===== src/rtl/vga_fb_write_arbiter.sv =====
// Write-port arbiter for the VGA frame-buffer RAM: DMA bursts vs OSD beats.
// Optional stalled-burst timeout is enabled by defining ARB_TIMEOUT_EN.
module vga_fb_write_arbiter #(
    parameter int ADDR_W    = 16,
    parameter int DATA_W    = 8,
    parameter int MAX_BURST = 64,
    parameter int TIMEOUT   = 255
) (
    input  logic              sysclk,
    input  logic              reset,
    input  logic              dma_valid,
    input  logic [ADDR_W-1:0] dma_addr,
    input  logic [DATA_W-1:0] dma_data,
    input  logic              dma_last,
    output logic              dma_ready,
    input  logic              osd_valid,
    input  logic [ADDR_W-1:0] osd_addr,
    input  logic [DATA_W-1:0] osd_data,
    output logic              osd_ready,
    output logic [ADDR_W-1:0] mem_wraddr,
    output logic              mem_wren,
    output logic [DATA_W-1:0] mem_wrdata,
    output logic [1:0]        owner,
    output logic              burst_active,
    output logic              err_timeout
);

    localparam int CNT_W = $clog2(MAX_BURST) + 1;
    localparam logic [CNT_W-1:0] CNT_MAX = CNT_W'(MAX_BURST);
    localparam logic [CNT_W-1:0] CNT_YLD = CNT_W'(MAX_BURST - 1);

    typedef enum logic [1:0] {
        S_IDLE = 2'b00,
        S_DMA  = 2'b01,
        S_OSD  = 2'b10
    } state_t;

    state_t           state;
    state_t           state_nxt;
    logic [CNT_W-1:0] beat_cnt;
    logic             dma_acc;
    logic             osd_acc;
    logic             yield;
    logic             timeout_hit;

    assign dma_acc = dma_valid & dma_ready;
    assign osd_acc = osd_valid & osd_ready;

    // Hand one beat to OSD once the DMA has had its quota and OSD waits.
    assign yield = dma_acc & ~dma_last & osd_valid & (beat_cnt >= CNT_YLD);

    // State register.
    always_ff @(posedge sysclk or negedge reset) begin
        if (!reset) begin
            state <= S_IDLE;
        end else begin
            state <= state_nxt;
        end
    end

    // Next-state: DMA wins ties, open bursts hold the port, OSD gets one beat.
    always_comb begin
        state_nxt = state;
        unique case (state)
            S_IDLE: begin
                if (dma_valid) begin
                    state_nxt = S_DMA;
                end else if (osd_valid) begin
                    state_nxt = S_OSD;
                end
            end
            S_DMA: begin
                if (dma_acc) begin
                    if (dma_last) begin
                        state_nxt = osd_valid ? S_OSD : S_IDLE;
                    end else if (yield) begin
                        state_nxt = S_OSD;
                    end
                end else if (!burst_active) begin
                    state_nxt = S_IDLE;
                end else if (timeout_hit) begin
                    state_nxt = S_IDLE;
                end
            end
            S_OSD: begin
                if (osd_acc) begin
                    state_nxt = (burst_active | dma_valid) ? S_DMA : S_IDLE;
                end
            end
            default: state_nxt = S_IDLE;
        endcase
    end

    // Handshake and owner outputs decoded from state alone.
    always_comb begin
        dma_ready = (state == S_DMA);
        osd_ready = (state == S_OSD);
        owner     = state;
    end

    // Burst tracking and the saturating beat counter used for yielding.
    always_ff @(posedge sysclk or negedge reset) begin
        if (!reset) begin
            burst_active <= 1'b0;
            beat_cnt     <= '0;
        end else if (dma_acc) begin
            if (dma_last) begin
                burst_active <= 1'b0;
                beat_cnt     <= '0;
            end else begin
                burst_active <= 1'b1;
                if (yield) begin
                    beat_cnt <= '0;
                end else if (beat_cnt != CNT_MAX) begin
                    beat_cnt <= beat_cnt + CNT_W'(1);
                end
            end
        end else if (timeout_hit) begin
            burst_active <= 1'b0;
            beat_cnt     <= '0;
        end
    end

    // Registered RAM write port; address and data hold between writes.
    always_ff @(posedge sysclk or negedge reset) begin
        if (!reset) begin
            mem_wren   <= 1'b0;
            mem_wraddr <= '0;
            mem_wrdata <= '0;
        end else begin
            mem_wren <= dma_acc | osd_acc;
            if (dma_acc) begin
                mem_wraddr <= dma_addr;
                mem_wrdata <= dma_data;
            end else if (osd_acc) begin
                mem_wraddr <= osd_addr;
                mem_wrdata <= osd_data;
            end
        end
    end

`ifdef ARB_TIMEOUT_EN
    localparam int TO_W = $clog2(TIMEOUT + 1);

    logic [TO_W-1:0] stall_cnt;
    logic            stall;

    assign stall       = (state == S_DMA) & burst_active & ~dma_valid;
    assign timeout_hit = stall & (stall_cnt == TO_W'(TIMEOUT - 1));

    // Count idle cycles of an open burst; abandon it at the limit.
    always_ff @(posedge sysclk or negedge reset) begin
        if (!reset) begin
            stall_cnt   <= '0;
            err_timeout <= 1'b0;
        end else begin
            err_timeout <= timeout_hit;
            if (stall & ~timeout_hit) begin
                stall_cnt <= stall_cnt + TO_W'(1);
            end else begin
                stall_cnt <= '0;
            end
        end
    end
`else
    assign timeout_hit = 1'b0;
    assign err_timeout = 1'b0;
`endif

endmodule


===== config.mk =====
export PLATFORM = sky130hd
export DESIGN_NAME = vga_fb_write_arbiter
export DESIGN_NICKNAME = d
export VERILOG_FILES = /design/src/rtl/vga_fb_write_arbiter.sv
export SDC_FILE = /design/constraint.sdc
export NUM_CORES = 1
export LEC_CHECK = 0
export BUFFER_PORTS_ARGS = -buffer_cell sky130_fd_sc_hd__buf_4
export CORE_MARGIN = 1
export CORE_UTILIZATION = 30
export DETAILED_ROUTE_END_ITERATION = 8
export PLACE_DENSITY = 0.66
export SYNTH_ARGS = -nofsm -noshare
export SYNTH_HDL_FRONTEND = slang
export SYNTH_SLANG_ARGS = --single-unit

===== constraint.sdc =====
create_clock -name sysclk -period 1.6 [get_ports sysclk]
set_input_delay 0.4 -clock sysclk [delete_from_list [all_inputs] [get_ports sysclk]]
set_output_delay 0.4 -clock sysclk [all_outputs]
set_load 0.02 [all_outputs]

==> impl_summary.log <==
INFO  metric run_status = complete, but fails checks
INFO  metric failing_checks = negative setup slack
INFO  metric clk_pin_slew = 0.07 ns
INFO  metric clkLatencyLatePin = 0.28 ns
INFO  metric wire_length_of_the_first_global_routing_pass = 7760 um
INFO  metric drt-initial-drc-count = 95
INFO  metric grt_start_max_net_pins = 36
INFO  metric utilization_after_layout = 48.5%
INFO  metric clock-skew-final = 0.00698 ns
INFO  metric gpl.final_weighted_congestion = 0.832
INFO  metric netlist.top_cell.by_area = sky130_fd_sc_hd__dfrtp_1
INFO  metric place_worst_setup_slack = -0.0352 ns
INFO  metric post_synth_inst_count = 204
INFO  metric cts_root_buffer = sky130_fd_sc_hd__clkbuf_8
INFO  metric synth-edff-count = 0
INFO  metric cp_num_buf_inv = 0
INFO  metric seq_power_share = between 30% and 40%
INFO  metric fin_crit_sh = 102%
INFO  metric p_sw = 0.00204 W
INFO  metric antennaDiodeCount = 0
INFO  metric num_rows = 27
INFO  metric powerDensity = 1880 mW/mm^2
INFO  metric synth_top_area_share = 50.6%
INFO  metric multiInputGateArea = 822 sq um
INFO  metric synthesis.area_per_instance = 8.48 sq um
INFO  metric power_frac_clock = 15.0%
INFO  metric antenna_found_initial = 0
INFO  metric worst_setup_path_start_kind = register
INFO  metric final_layout_size_suffix_gt1_share = approximately two fifths
INFO  metric gr_util_all_layers = 16.6%
INFO  metric hold_viol_final = 0
INFO  metric post_synth_instance_area = 0.00173 sq mm
INFO  metric synth.cells.most_frequent = 59 x sky130_fd_sc_hd__nand2_1, 35 x sky130_fd_sc_hd__dfrtp_1, 27 x sky130_fd_sc_hd__nor2_1, 24 x sky130_fd_sc_hd__a31oi_1, 8 x sky130_fd_sc_hd__clkbuf_1
INFO  metric fp.dieW = 77.9 um
INFO  metric io_buffer_count = 82
INFO  metric pin_count = 84
INFO  metric route.antenna.remaining_nets = 0
INFO  metric post_synthesis_net_count = 259
INFO  metric setup_viol = 2
INFO  metric start_util = 31.2%
INFO  metric cts_tree = done
INFO  metric area_delta_synth_final = 55.2%
INFO  metric drt_drc_violations_left = 0
INFO  metric design.core.area = 0.00554 sq mm
INFO  metric final-seq-area = 876 sq um
INFO  metric wirelength = 4760 um
INFO  metric ys_dominant_reg_cell = sky130_fd_sc_hd__dfrtp_1
INFO  metric peakVddDrop = 0.553 mV
INFO  metric drt_first_pass_iters = 4
INFO  metric cts-buffers-inserted = 5
INFO  metric finalHoldWorstSlack = 0.0756 ns
INFO  metric dr_total_vias = 1785
INFO  metric fmax = 615 MHz
INFO  metric seq_area_frac_synth = 50.6%
INFO  metric power.share.combinational = 53.9%
INFO  metric grt_remaining_overflow = 0
INFO  metric timing.critical_path.slowest_stage_cell = sky130_fd_sc_hd__or4_4
INFO  metric intPower = 0.00300 W
INFO  metric via_per_inst = between 4 and 5
INFO  metric worstPathMaxFanout = 5
INFO  metric final_nets = approximately 350
INFO  metric worst_stage_delay_on_the_critical_path = 0.51 ns
INFO  metric route.detailed.wl_per_inst = between 10 and 15 um
INFO  metric min_cycle_time_layout = 1.62 ns
INFO  metric hold_path_class = in -> async
INFO  metric critical_path.cell_chain = or4_4 -> o41a_1 -> nand2_1 -> mux2i_1
INFO  metric maxCapViolCount = 0
INFO  metric fp.dieH = ~78 um
INFO  metric worst-setup-path-type = reg -> reg
INFO  metric worstSetupEndpointType = register
INFO  metric synth.yosys.warnings = 0
INFO  metric post-route-worst-setup-slack = -0.0248 ns
INFO  metric synth.distinct_cells = 36
INFO  metric timing_max_transition_violations_final = 0
INFO  metric post-cts-setup-buffers = 0
INFO  metric yosys_register_bits = 35
INFO  metric power_switching_share = approximately two fifths
INFO  metric timing.critical_path.required = 1.75 ns
INFO  metric main_area_contributors_after_synthesis = sky130_fd_sc_hd__dfrtp_1 51%, sky130_fd_sc_hd__nand2_1 13%, sky130_fd_sc_hd__a31oi_1 8.7%, sky130_fd_sc_hd__nor2_1 5.9%, sky130_fd_sc_hd__nand3_1 1.7%
INFO  metric clockBufferDepth = 2
INFO  metric cts_num_sinks = 35
INFO  metric die_area = 0.00608 sq mm
INFO  metric grt_setup_unrepaired = true
INFO  metric depth_of_the_cts_h_tree = 2
INFO  metric critical_path.top_delay_family = simple AND/OR/NAND/NOR gates
INFO  metric post-synth-top-count-cell = sky130_fd_sc_hd__nand2_1
INFO  metric critical_path_arrival = 1.78 ns
INFO  metric n_fill_cell = 565
INFO  metric total_leakage_power = between 1 and 1.5 nW
INFO  metric holdBufCountCts = 0
INFO  metric detailed_placement_hpwl = roughly 3500 um
INFO  metric number_of_global_route_vias_before_repair = 1727
INFO  metric ys_async_sr_fraction = 100%
-- power by group through the flow --
stage	clock (W)	sequential, W	combinational, W
floorplan	0	0.00200	0.00103
finish	0.000757	0.00157	0.00271
detailed placement	0	0.00158	0.00267
global placement	0	0.00157	0.00263
CTS	0.000792	0.00156	0.00269
global route	0.000814	0.00163	0.00297
-- cells in the final DEF (no fill, tap or decap), types with 2 or more instances in the layout --
master	synthesis	final
sky130_fd_sc_hd__buf_4	1	98
sky130_fd_sc_hd__o21a_1	2	2
sky130_fd_sc_hd__o211ai_1	2	2
sky130_fd_sc_hd__clkbuf_8	0	5
sky130_fd_sc_hd__nand2b_1	3	3
sky130_fd_sc_hd__nand2_1	59	58
sky130_fd_sc_hd__buf_12	0	2
sky130_fd_sc_hd__dfrtp_1	35	35
sky130_fd_sc_hd__inv_1	4	4
sky130_fd_sc_hd__o21ai_1	2	2
sky130_fd_sc_hd__nor2_1	27	27
sky130_fd_sc_hd__nand3_1	6	6
sky130_fd_sc_hd__o21ai_0	5	5
sky130_fd_sc_hd__a31oi_1	24	24
-- worst paths after layout --
path                                     startpoint                    endpoint  slack (ns)  cells after the start
max reg2reg                 beat_cnt[4]$_DFFE_PN0P_     beat_cnt[0]$_DFFE_PN0P_       -0.02                      4
min reg2reg                burst_active$_DFFE_PN0N_    burst_active$_DFFE_PN0N_        0.53                      2
max                         beat_cnt[4]$_DFFE_PN0P_     beat_cnt[0]$_DFFE_PN0P_       -0.02                      4
min                                           reset  mem_wraddr[15]$_DFFE_PN0P_        0.08                      1
max in group asynchronous                     reset     beat_cnt[1]$_DFFE_PN0P_        1.20                      1
min in group sysclk                     dma_data[5]   mem_wrdata[5]$_DFFE_PN0P_        0.37                      3
-- sequential cells by signal, indices dropped and copies added, names as in the netlist --
name / cells
beat_cnt: 7
burst_active: 1
mem_wraddr: 16
mem_wrdata: 8
mem_wren: 1
owner: 2
-- per-layer routing --
layer / global-route usage (%) / vias to the layer above / wire (um)
met5: 0 / - / 0
met4: 6.48 / 0 / 76
met3: 4.47 / 7 / 311
met2: 27.7 / 63 / 2270
met1: 20.2 / 826 / 2110
li1: - / 889 / -
-- metrics by stage --
| step | area, sq um | setup TNS (ns) | power, W | instances |
|---|---|---|---|---|
| 2_1_floorplan | 1740 | 0 | 0.00303 | 204 |
| 3_3_place_gp | 2540 | 0 | 0.00420 | 363 |
| 3_5_place_dp | 2540 | -0.0352 | 0.00424 | 363 |
| 4_1_cts | 2660 | -0.0252 | 0.00504 | 370 |
| 5_1_grt | 2690 | -0.238 | 0.00541 | 370 |
| 6_report | 2690 | -0.0431 | 0.00504 | 370 |
-- what timing repair did --
item,4_1_cts,5_1_grt
resized for setup,1,6
endpoints found under the setup margin,4,31
pin swaps,3,3
-- cells by family (layout without fill, tap and decap cells) --
group / count (synthesis) / after routing / share of synthesized area [%]
AO/OA/AOI/OAI: 48 / 48 / 19.7
adder cells (fa/ha/maj): 2 / 2 / 1.45
buffers and inverters: 18 / 112 / 4.34
flip-flops: 35 / 35 / 50.6
multiplexers: 1 / 1 / 0.578
other: 1 / 1 / 0.217
AND/OR/NAND/NOR: 99 / 99 / 23.1
-- cell type report --
cell class              instances  area share [%]
flip-flops and latches         35            32.6
multi-input cells             151            30.6
clock inverters                 1            1.12
repair buffers                100            28.9
clock buffers                   6            2.70
inverters                       5           0.699
well taps                      72            3.36
No activity file was read; power rests on OpenSTA's default activity.
